===== src/rtl/seq_mult_param_pkg.sv =====
// Shared definitions for the time-shared digit multiplier: FSM encoding and counter sizing.
package seq_mult_param_pkg;

  typedef enum logic [2:0] {
    ST_IDLE = 3'd0,
    ST_CALC = 3'd1,
    ST_FIX  = 3'd2,
    ST_DONE = 3'd3
  } state_e;

  // Counter width needed to index n items; never narrower than one bit.
  function automatic int cnt_width(input int n);
    return (n <= 2) ? 1 : $clog2(n);
  endfunction

endpackage


===== src/rtl/seq_mult_ctrl.sv =====
// Sequencer for the shared digit multiplier: walks every (i, j) digit pair once, then sign fix and done.
module seq_mult_ctrl
  import seq_mult_param_pkg::*;
#(
  parameter int ND = 4,
  parameter int IW = cnt_width(ND)
) (
  input  logic          clk,
  input  logic          reset_a,
  input  logic          start,
  output logic [IW-1:0] i_sel,
  output logic [IW-1:0] j_sel,
  output logic          acc_clr,
  output logic          acc_en,
  output logic          fix_en,
  output logic          busy,
  output logic          done,
  output logic [2:0]    state_out
);

  localparam logic [IW-1:0] LAST = IW'(ND - 1);

  state_e        state_q, state_d;
  logic [IW-1:0] i_q, i_d, j_q, j_d;
  logic          busy_q, busy_d, done_q, done_d;

  always_comb begin
    state_d = state_q;
    i_d     = i_q;
    j_d     = j_q;
    case (state_q)
      ST_IDLE: begin
        if (start) begin
          state_d = ST_CALC;
          i_d     = '0;
          j_d     = '0;
        end
      end
      ST_CALC: begin
        // j is the fast index, so step k maps to i = k / ND, j = k % ND.
        if (j_q == LAST) begin
          j_d = '0;
          if (i_q == LAST) state_d = ST_FIX;
          else             i_d     = i_q + 1'b1;
        end else begin
          j_d = j_q + 1'b1;
        end
      end
      ST_FIX:  state_d = ST_DONE;
      ST_DONE: state_d = ST_IDLE;
      default: state_d = ST_IDLE;
    endcase
    busy_d = (state_d != ST_IDLE);
    done_d = (state_d == ST_DONE);
  end

  always_ff @(posedge clk) begin
    if (reset_a) begin
      state_q <= ST_IDLE;
      i_q     <= '0;
      j_q     <= '0;
      busy_q  <= 1'b0;
      done_q  <= 1'b0;
    end else begin
      state_q <= state_d;
      i_q     <= i_d;
      j_q     <= j_d;
      busy_q  <= busy_d;
      done_q  <= done_d;
    end
  end

  assign i_sel     = i_q;
  assign j_sel     = j_q;
  assign acc_clr   = (state_q == ST_IDLE) && start;
  assign acc_en    = (state_q == ST_CALC);
  assign fix_en    = (state_q == ST_FIX);
  assign busy      = busy_q;
  assign done      = done_q;
  assign state_out = state_q;

endmodule


===== src/rtl/seq_mult_param.sv =====
// WIDTH x WIDTH sequential multiplier built on one DIGIT x DIGIT multiplier, one partial product per clock.
// Signed operands are multiplied as magnitudes and the sign is applied once at the end.
module seq_mult_param
  import seq_mult_param_pkg::*;
#(
  parameter int WIDTH = 16,
  parameter int DIGIT = 4
) (
  input  logic               clk,
  input  logic               reset_a,
  input  logic               start,
  input  logic               signed_mode,
  input  logic [WIDTH-1:0]   dataa,
  input  logic [WIDTH-1:0]   datab,
  output logic               busy,
  output logic               done,
  output logic [2*WIDTH-1:0] product,
  output logic [2:0]         state_out
);

  localparam int ND = WIDTH / DIGIT;
  localparam int IW = cnt_width(ND);
  localparam int PW = 2 * WIDTH;

  logic [IW-1:0]      i_sel, j_sel;
  logic               acc_clr, acc_en, fix_en;
  logic [WIDTH-1:0]   a_q, a_d, b_q, b_d;
  logic               neg_q, neg_d;
  logic [PW-1:0]      acc_q, acc_d, product_q, product_d;
  logic               sa, sb;
  logic [DIGIT-1:0]   a_dig, b_dig;
  logic [2*DIGIT-1:0] pp;
  logic [PW-1:0]      pp_shift;

  seq_mult_ctrl #(.ND(ND), .IW(IW)) u_ctrl (
    .clk       (clk),
    .reset_a   (reset_a),
    .start     (start),
    .i_sel     (i_sel),
    .j_sel     (j_sel),
    .acc_clr   (acc_clr),
    .acc_en    (acc_en),
    .fix_en    (fix_en),
    .busy      (busy),
    .done      (done),
    .state_out (state_out)
  );

  always_comb begin
    sa = dataa[WIDTH-1] & signed_mode;
    sb = datab[WIDTH-1] & signed_mode;
    // Negating the most negative value wraps to itself, which is the correct unsigned magnitude.
    a_d   = acc_clr ? (sa ? -dataa : dataa) : a_q;
    b_d   = acc_clr ? (sb ? -datab : datab) : b_q;
    neg_d = acc_clr ? (sa ^ sb) : neg_q;

    a_dig    = DIGIT'(a_q >> (DIGIT * int'(i_sel)));
    b_dig    = DIGIT'(b_q >> (DIGIT * int'(j_sel)));
    pp       = {{DIGIT{1'b0}}, a_dig} * {{DIGIT{1'b0}}, b_dig};
    pp_shift = PW'(pp) << (DIGIT * (int'(i_sel) + int'(j_sel)));

    acc_d = acc_q;
    if (acc_clr)     acc_d = '0;
    else if (acc_en) acc_d = acc_q + pp_shift;

    product_d = fix_en ? (neg_q ? -acc_q : acc_q) : product_q;
  end

  always_ff @(posedge clk) begin
    if (reset_a) begin
      a_q       <= '0;
      b_q       <= '0;
      neg_q     <= 1'b0;
      acc_q     <= '0;
      product_q <= '0;
    end else begin
      a_q       <= a_d;
      b_q       <= b_d;
      neg_q     <= neg_d;
      acc_q     <= acc_d;
      product_q <= product_d;
    end
  end

  assign product = product_q;

endmodule

===== config.mk =====
export PLATFORM = sky130hd
export DESIGN_NAME = seq_mult_param
export DESIGN_NICKNAME = d
export VERILOG_FILES = /design/src/rtl/seq_mult_param_pkg.sv /design/src/rtl/seq_mult_ctrl.sv /design/src/rtl/seq_mult_param.sv
export SDC_FILE = /design/constraint.sdc
export NUM_CORES = 1
export LEC_CHECK = 0
export CAP_MARGIN = 20
export CORE_MARGIN = 2
export CORE_UTILIZATION = 55
export CTS_CLUSTER_DIAMETER = 120
export DETAILED_ROUTE_END_ITERATION = 8
export DONT_BUFFER_PORTS = 1
export PLACE_DENSITY = 0.75
export SYNTH_ARGS = -nofsm -noshare
export SYNTH_HDL_FRONTEND = slang
export SYNTH_SLANG_ARGS = --single-unit

===== constraint.sdc =====
create_clock -name clk -period 5.55 [get_ports clk]
set_input_delay 0.8325 -clock clk [delete_from_list [all_inputs] [get_ports clk]]
set_output_delay 0.8325 -clock clk [all_outputs]
set_load 0.005 [all_outputs]

# Word-level counts from Yosys, hierarchy flattened
# Index checks and enable logic that the tools add are counted.
dict set report word_totals {
  output_inout_bits 37
  regBits 106
  wordCells 52
  inputBits 36
}
dict set report classes {
  n_reduce_logical 7
  n_mul 1
  n_eq_ne 8
  mux 13
  n_shift 3
  bitwise_logic 3
  add_sub_neg 7
}
# op count
set op_table {}
lappend op_table {{32-bit adder} 1}
lappend op_table {{16-bit 2-to-1 mux} 2}
lappend op_table {{32-bit 2-to-1 mux} 1}
lappend op_table {{16-bit negator} 2}
lappend op_table {{32-bit negator} 1}
lappend op_table {{8-bit by 5-bit << shifter with 32-bit output} 1}
lappend op_table {{16-bit by 4-bit right shift with 4-bit output} 2}
lappend op_table {{3-bit 2-to-1 mux} 3}
lappend op_table {{3-bit case mux with 3 select lines} 1}
lappend op_table {{4-bit by 4-bit multiplier with 8-bit output} 1}
lappend op_table {{2-bit 2-to-1 mux} 4}
lappend op_table {{2-bit case mux with 2 select lines} 2}
lappend op_table {{3-bit by 2-bit equality test with 1-bit output (second input constant)} 2}
lappend op_table {{2-bit by 1-bit adder with 2-bit output (second input constant)} 2}
lappend op_table {{2-bit equality test (second input constant)} 2}
lappend op_table {{2-bit != test (second input constant)} 2}
lappend op_table {{4-bit AND reduction} 1}
lappend op_table {{2-bit by 2-bit adder with 3-bit output} 1}
lappend op_table {{3-bit by 1-bit equality test with 1-bit output (second input constant)} 1}
lappend op_table {{3-bit logical NOT} 1}
lappend op_table {{3-bit nonzero test} 1}
lappend op_table {{1-bit AND} 2}
lappend op_table {{2-bit by 1-bit != test with 1-bit output (second input constant)} 1}
lappend op_table {{2-bit AND reduction} 1}
lappend op_table {{other kinds (4)} 4}

# Logic depth before layout (Yosys ltp)
dict set report logic_depth {
  depth_word 5
  mapped_depth 24
  ltp_nobuf 23
}

# By module
# From an unflattened synthesis, not the netlist that was laid out.
dict set report unflattened {
  hier_cells 894
  area_unflattened_um2 7483.4
}
# mod area_per_inst_um2 cells_each seq_area_each_um2 instances
set modules_own_cells {}
lappend modules_own_cells {seq_mult_param 7075.5 850 1941.9 1}
lappend modules_own_cells {seq_mult_ctrl 407.9 44 180.2 1}

# Worst setup path after synthesis
# Ideal clock, no wire load.
dict set report synth_timing {
  path_kind {reg-to-reg}
  startpoint {register u_ctrl.j_q[0] (netlist: u_ctrl.j_sel[0])}
  endpoint {register acc_q[30]}
  setup_slack_ps -220
  t_required_ps 5428
  stages_incl_launch_ff 25
  t_arrival_ps 5647
  period_less_slack_ps 5770
  n_path_buf 1
  setup_ps 122
  cell_sequence {dfxtp_1 clkbuf_1 mux4_2 nand2_1 fa_1 inv_1 fa_1 ha_1 a21o_1 a21oi_1 o21bai_1 a21oi_1 xnor2_1 a21oi_1 nor3_1 ha_1 a21o_1 a31o_2 a21o_1 o21ai_1 a311oi_1 a311oi_1 a21oi_1 xnor2_1 o21ai_0}
}
dict set report synth_via {
  elab_chain_len 4
  word_cells_on_any_way 5
  cone_classes {2 x add/sub; 1 x mul; 2 x shift}
}
# item line
set synth_rtl {}
lappend synth_rtl {{start: declaration} seq_mult_ctrl.sv:24} ;# logic [IW-1:0] i_q, i_d, j_q, j_d;
lappend synth_rtl {{start signal: assignment} seq_mult_ctrl.sv:67} ;# j_q <= j_d;
lappend synth_rtl {{16-bit by 4-bit right shift with 4-bit output} seq_mult_param.sv:58} ;# b_dig = DIGIT'(b_q >> (DIGIT * int'(j_sel)));
lappend synth_rtl {{4-bit by 4-bit multiplier with 8-bit output} seq_mult_param.sv:59} ;# pp = {{DIGIT{1'b0}}, a_dig} * {{DIGIT{1'b0}}, b_dig};
lappend synth_rtl {{8-bit by 5-bit << shifter with 32-bit output (*)} seq_mult_param.sv:60} ;# pp_shift = PW'(pp) << (DIGIT * (int'(i_sel) + int'(j_sel)));
lappend synth_rtl {{32-bit adder (*)} seq_mult_param.sv:64} ;# else if (acc_en) acc_d = acc_q + pp_shift;
lappend synth_rtl {{end signal: assignment} seq_mult_param.sv:74} ;# acc_q <= '0;
lappend synth_rtl {{end signal: assignment} seq_mult_param.sv:80} ;# acc_q <= acc_d;
lappend synth_rtl {{end: declaration} seq_mult_param.sv:29} ;# logic [PW-1:0] acc_q, acc_d, product_q, product_d;
# Every way passes the cells marked *; elsewhere a longest branch is shown, timed or not.
# A chain may end at the register's enable or synchronous reset.

# Final worst setup path
dict set report layout_timing {
  startpoint {register u_ctrl.i_q[0] (netlist: u_ctrl.i_sel[0])}
  endpoint {register acc_q[26]}
}
dict set report layout_via {
  elab_chain_len 4
  word_cells_on_any_way 5
  cone_classes {2 x add/sub; 1 x mul; 2 x shift}
}
# item line
set layout_rtl {}
lappend layout_rtl {{start: declaration} seq_mult_ctrl.sv:24}
lappend layout_rtl {{start signal: assignment} seq_mult_ctrl.sv:66} ;# i_q <= i_d;
lappend layout_rtl {{16-bit by 4-bit right shift with 4-bit output} seq_mult_param.sv:57} ;# a_dig = DIGIT'(a_q >> (DIGIT * int'(i_sel)));
lappend layout_rtl {{4-bit by 4-bit multiplier with 8-bit output} seq_mult_param.sv:59}
lappend layout_rtl {{8-bit by 5-bit << shifter with 32-bit output (*)} seq_mult_param.sv:60}
lappend layout_rtl {{32-bit adder (*)} seq_mult_param.sv:64}
# Marks and branches as above.

==> impl_metrics.env <==
export IMPL_dieArea_mm2=0.0144
export IMPL_synth_top_area_cell="dfxtp_1"
export IMPL_clk_latency_ns=0.35
export IMPL_diodes=0
export IMPL_nNetsFinal=1056
export IMPL_ir_drop_mv=0.170
export IMPL_htree_levels=3
export IMPL_fin_area_mm2=0.00842
export IMPL_grt_pass1_wl_um=28700
export IMPL_status="finished clean"
export IMPL_path_class="reg -> reg"
export IMPL_hp_class="reg -> reg"
export IMPL_grt_start_max_net_pins=75
export IMPL_crit_path_max_fanout=5
export IMPL_core_mm2=0.0132
export IMPL_gr_total_overflow=0
export IMPL_p_clk_share_pct=39.9
export IMPL_synthSimpleGateAreaFrac_pct=22.0
export IMPL_worst_ep_required_time_ns=5.79
export IMPL_power_leakage_uw=0.00341
export IMPL_max_cap_viol_count=0
export IMPL_worstMarginPinSlew_ns=0.740
export IMPL_synth_most_common_cell="nand2_1"
export IMPL_fin_ws_ns=0.191
export IMPL_avgViaCountPerCell=5.79
export IMPL_rsz0062_at_grt="true"
export IMPL_vias=6619
export IMPL_ys_top_cells_by_count="nand2_1 (119), nor2_1 (110), dfxtp_1 (106)"
export IMPL_antenna_found_initial=0
export IMPL_final_antenna_net_count=0
export IMPL_tns_ns=0
export IMPL_syn_cell_area_mm2=0.00741
export IMPL_finalWirelength_um=17600
export IMPL_placed_cell_area_mm2=0.00784
export IMPL_synthArstFlopShare_pct=0
export IMPL_port_buffers=0
export IMPL_cp_end_kind="register"
export IMPL_layout_min_cycle_time_ns=5.36
export IMPL_synth_xor_xnor_area_share_pct=9.69
export IMPL_r2r_start="u_ctrl.i_sel[0]"
export IMPL_synth_main_ff_cell="dfxtp_1"
export IMPL_syn_nets=1035
export IMPL_synth_adder_area_share_pct=9.90
export IMPL_fmax_mhz=187
export IMPL_synth_area_top_cells="dfxtp_1 (29%), ha_1 (8.3%), xor2_1 (6.5%), nand2_1 (6.0%), nor2_1 (5.6%)"
export IMPL_synth_compound_area_share_pct=22.9
export IMPL_switching_share_pct=23.2
export IMPL_syn_inst=944
export IMPL_synth_edf_count=0
export IMPL_seqPwrFrac_pct=51.6
export IMPL_cts_buffers=9
export IMPL_grt_pass1_vias=6100
export IMPL_die_w_um=120
export IMPL_maxSlewHeadroom_pct=50.5
export IMPL_synth_distinct_cells=63
export IMPL_syn_to_final_growth_pct=13.6
export IMPL_skew_ns=0.00719
export IMPL_root_buffer="clkbuf_16"
export IMPL_final_hold_violation_count=0
export IMPL_path_clk_slew_ns=0.07
export IMPL_setup_viol_count_final=0
export IMPL_synth_ff_latch_count=106
export IMPL_pwr_share_comb_pct=8.5
export IMPL_synthMuxAreaShare_pct=3.26
export IMPL_crit_start="u_ctrl.i_sel[0]"
export IMPL_yosys_area_top_type_share_pct=28.6
export IMPL_first_pass_iters=8
export IMPL_power_density_mw_per_mm2=181
export IMPL_cts_tree="yes"
export IMPL_hold_buffers=0
export IMPL_ys_warn_count=0
export IMPL_remaining_drc_errors=0
export IMPL_syn_area_per_cell_um2=7.85
export IMPL_drive_above_1_share_pct=14.3
export IMPL_gp_congestion=0.984
export IMPL_track_usage_pct=24.7
export IMPL_dp_slack_ns=-0.211
export IMPL_cts_sinks=106
export IMPL_die_h_um=120
export IMPL_synth_top_family_by_area="compound AO/OA/AOI/OAI gates"
export IMPL_yosysSeqAreaShare_pct=28.6
export IMPL_finish_utilization_pct=63.8
export IMPL_p_switching_uw=354
export IMPL_intPower_uw=1170
export IMPL_hp_start="b_q[15]"
export IMPL_start_util_pct=56.2
export IMPL_wl_per_cell_um=15.4
export IMPL_cp_start_kind="register"
export IMPL_clk_path_buf_depth=2
export IMPL_period_share_pct=96.6
export IMPL_drt_initial_drc_count=342
export IMPL_place_hpwl_um=13100
export IMPL_row_count=42
export IMPL_crit_arrival_ns=5.60
export IMPL_ios=73
export IMPL_slew_viol_final=0
==> through the flow <==
stage	total power (µW)	hold slack [ns]	std cells
3_3_place_gp	930	0.434	1122
2_1_floorplan	908	0.429	944
6_report	1530	0.449	1143
3_5_place_dp	932	0.440	1122
4_1_cts	1540	0.449	1135
5_1_grt	1590	0.472	1143
==> cell type report <==
cell class,count,area (µm²)
clock inverter,3,43.8
timing repair buffer,57,435
fill,1203,4770
inverter,24,90.1
sequential,106,2130
clock buffer,10,229
multi-input combinational,767,5270
tap,176,220
==> worst max-delay path, cell delays in order, from the launching register on <==
cell and delay, ns:
dfxtp_4 0.38, mux4_2 0.53, buf_4 0.15, and2_1 0.16, ha_2 0.19, fa_1 0.52
buf_4 0.11, inv_1 0.05, fa_2 0.39, buf_4 0.14, xnor2_1 0.13, a21oi_1 0.33
nor3_2 0.09, ha_1 0.36, a21o_1 0.21, a21oi_1 0.27, a21oi_2 0.11, o21ai_2 0.22
a311oi_4 0.14, a311oi_2 0.39, buf_4 0.17, xor2_1 0.14, o21ai_1 0.07
==> power groups by stage <==
stage	sequential (µW)	clock, µW	combinational (µW)
finish	788	609	130
global route	790	655	146
CTS	789	622	126
detailed placement	807	0	125
global placement	806	0	123
floorplan	801	0	107
==> routing by layer <==
layer,track usage [%],wire length (µm),vias up
met5,0,0,-
met4,10.1,425,0
met3,3.47,902,28
met2,40.6,8190,176
met1,32.4,8060,2984
li1,-,-,3431
==> worst paths after layout <==
path	end	slack, ns	cells after the start
worst max register to register	acc_q[26]	0.19	22
worst min-delay path	b_q[15]	0.45	2
worst min register to register	b_q[15]	0.45	2
worst max-delay path	acc_q[26]	0.19	22
==> sequential cells by signal, summed over array words and instances (netlist names) <==
name,flops
b_q,16
u_ctrl.j_sel,2
a_q,16
acc_q,32
u_ctrl.done,1
neg_q,1
u_ctrl.state_out,3
u_ctrl.busy,1
product,32
u_ctrl.i_sel,2
==> cells in the final DEF (no fill, tap or decap), types with 11 or more instances in the layout <==
cell and n:
nand2_1 116, nor2_1 106, dfxtp_1 104, a21oi_1 65
xor2_1 55, buf_4 55, a211oi_1 45, ha_1 45
o21ai_0 37, xnor2_1 25, nand3_1 23, inv_1 22
a21o_1 21, nor3_1 21, a21oi_2 17, and2_1 16
a31oi_1 11
==> what timing repair did <==
action,in CTS,in global routing
buffers inserted,0,8
gates cloned,0,0
pin swaps,2,32
setup endpoints to repair,7,18
gates resized for setup,9,52
==> cell families after synthesis <==
group           count (synthesis)
compound gates                261
xor+xnor                       82
fa+ha+maj                      55
buf+inv                        71
flops                         106
mux                            14
other cells                     1
simple gates                  354
Note: power is estimated with default switching activity, not from simulation.
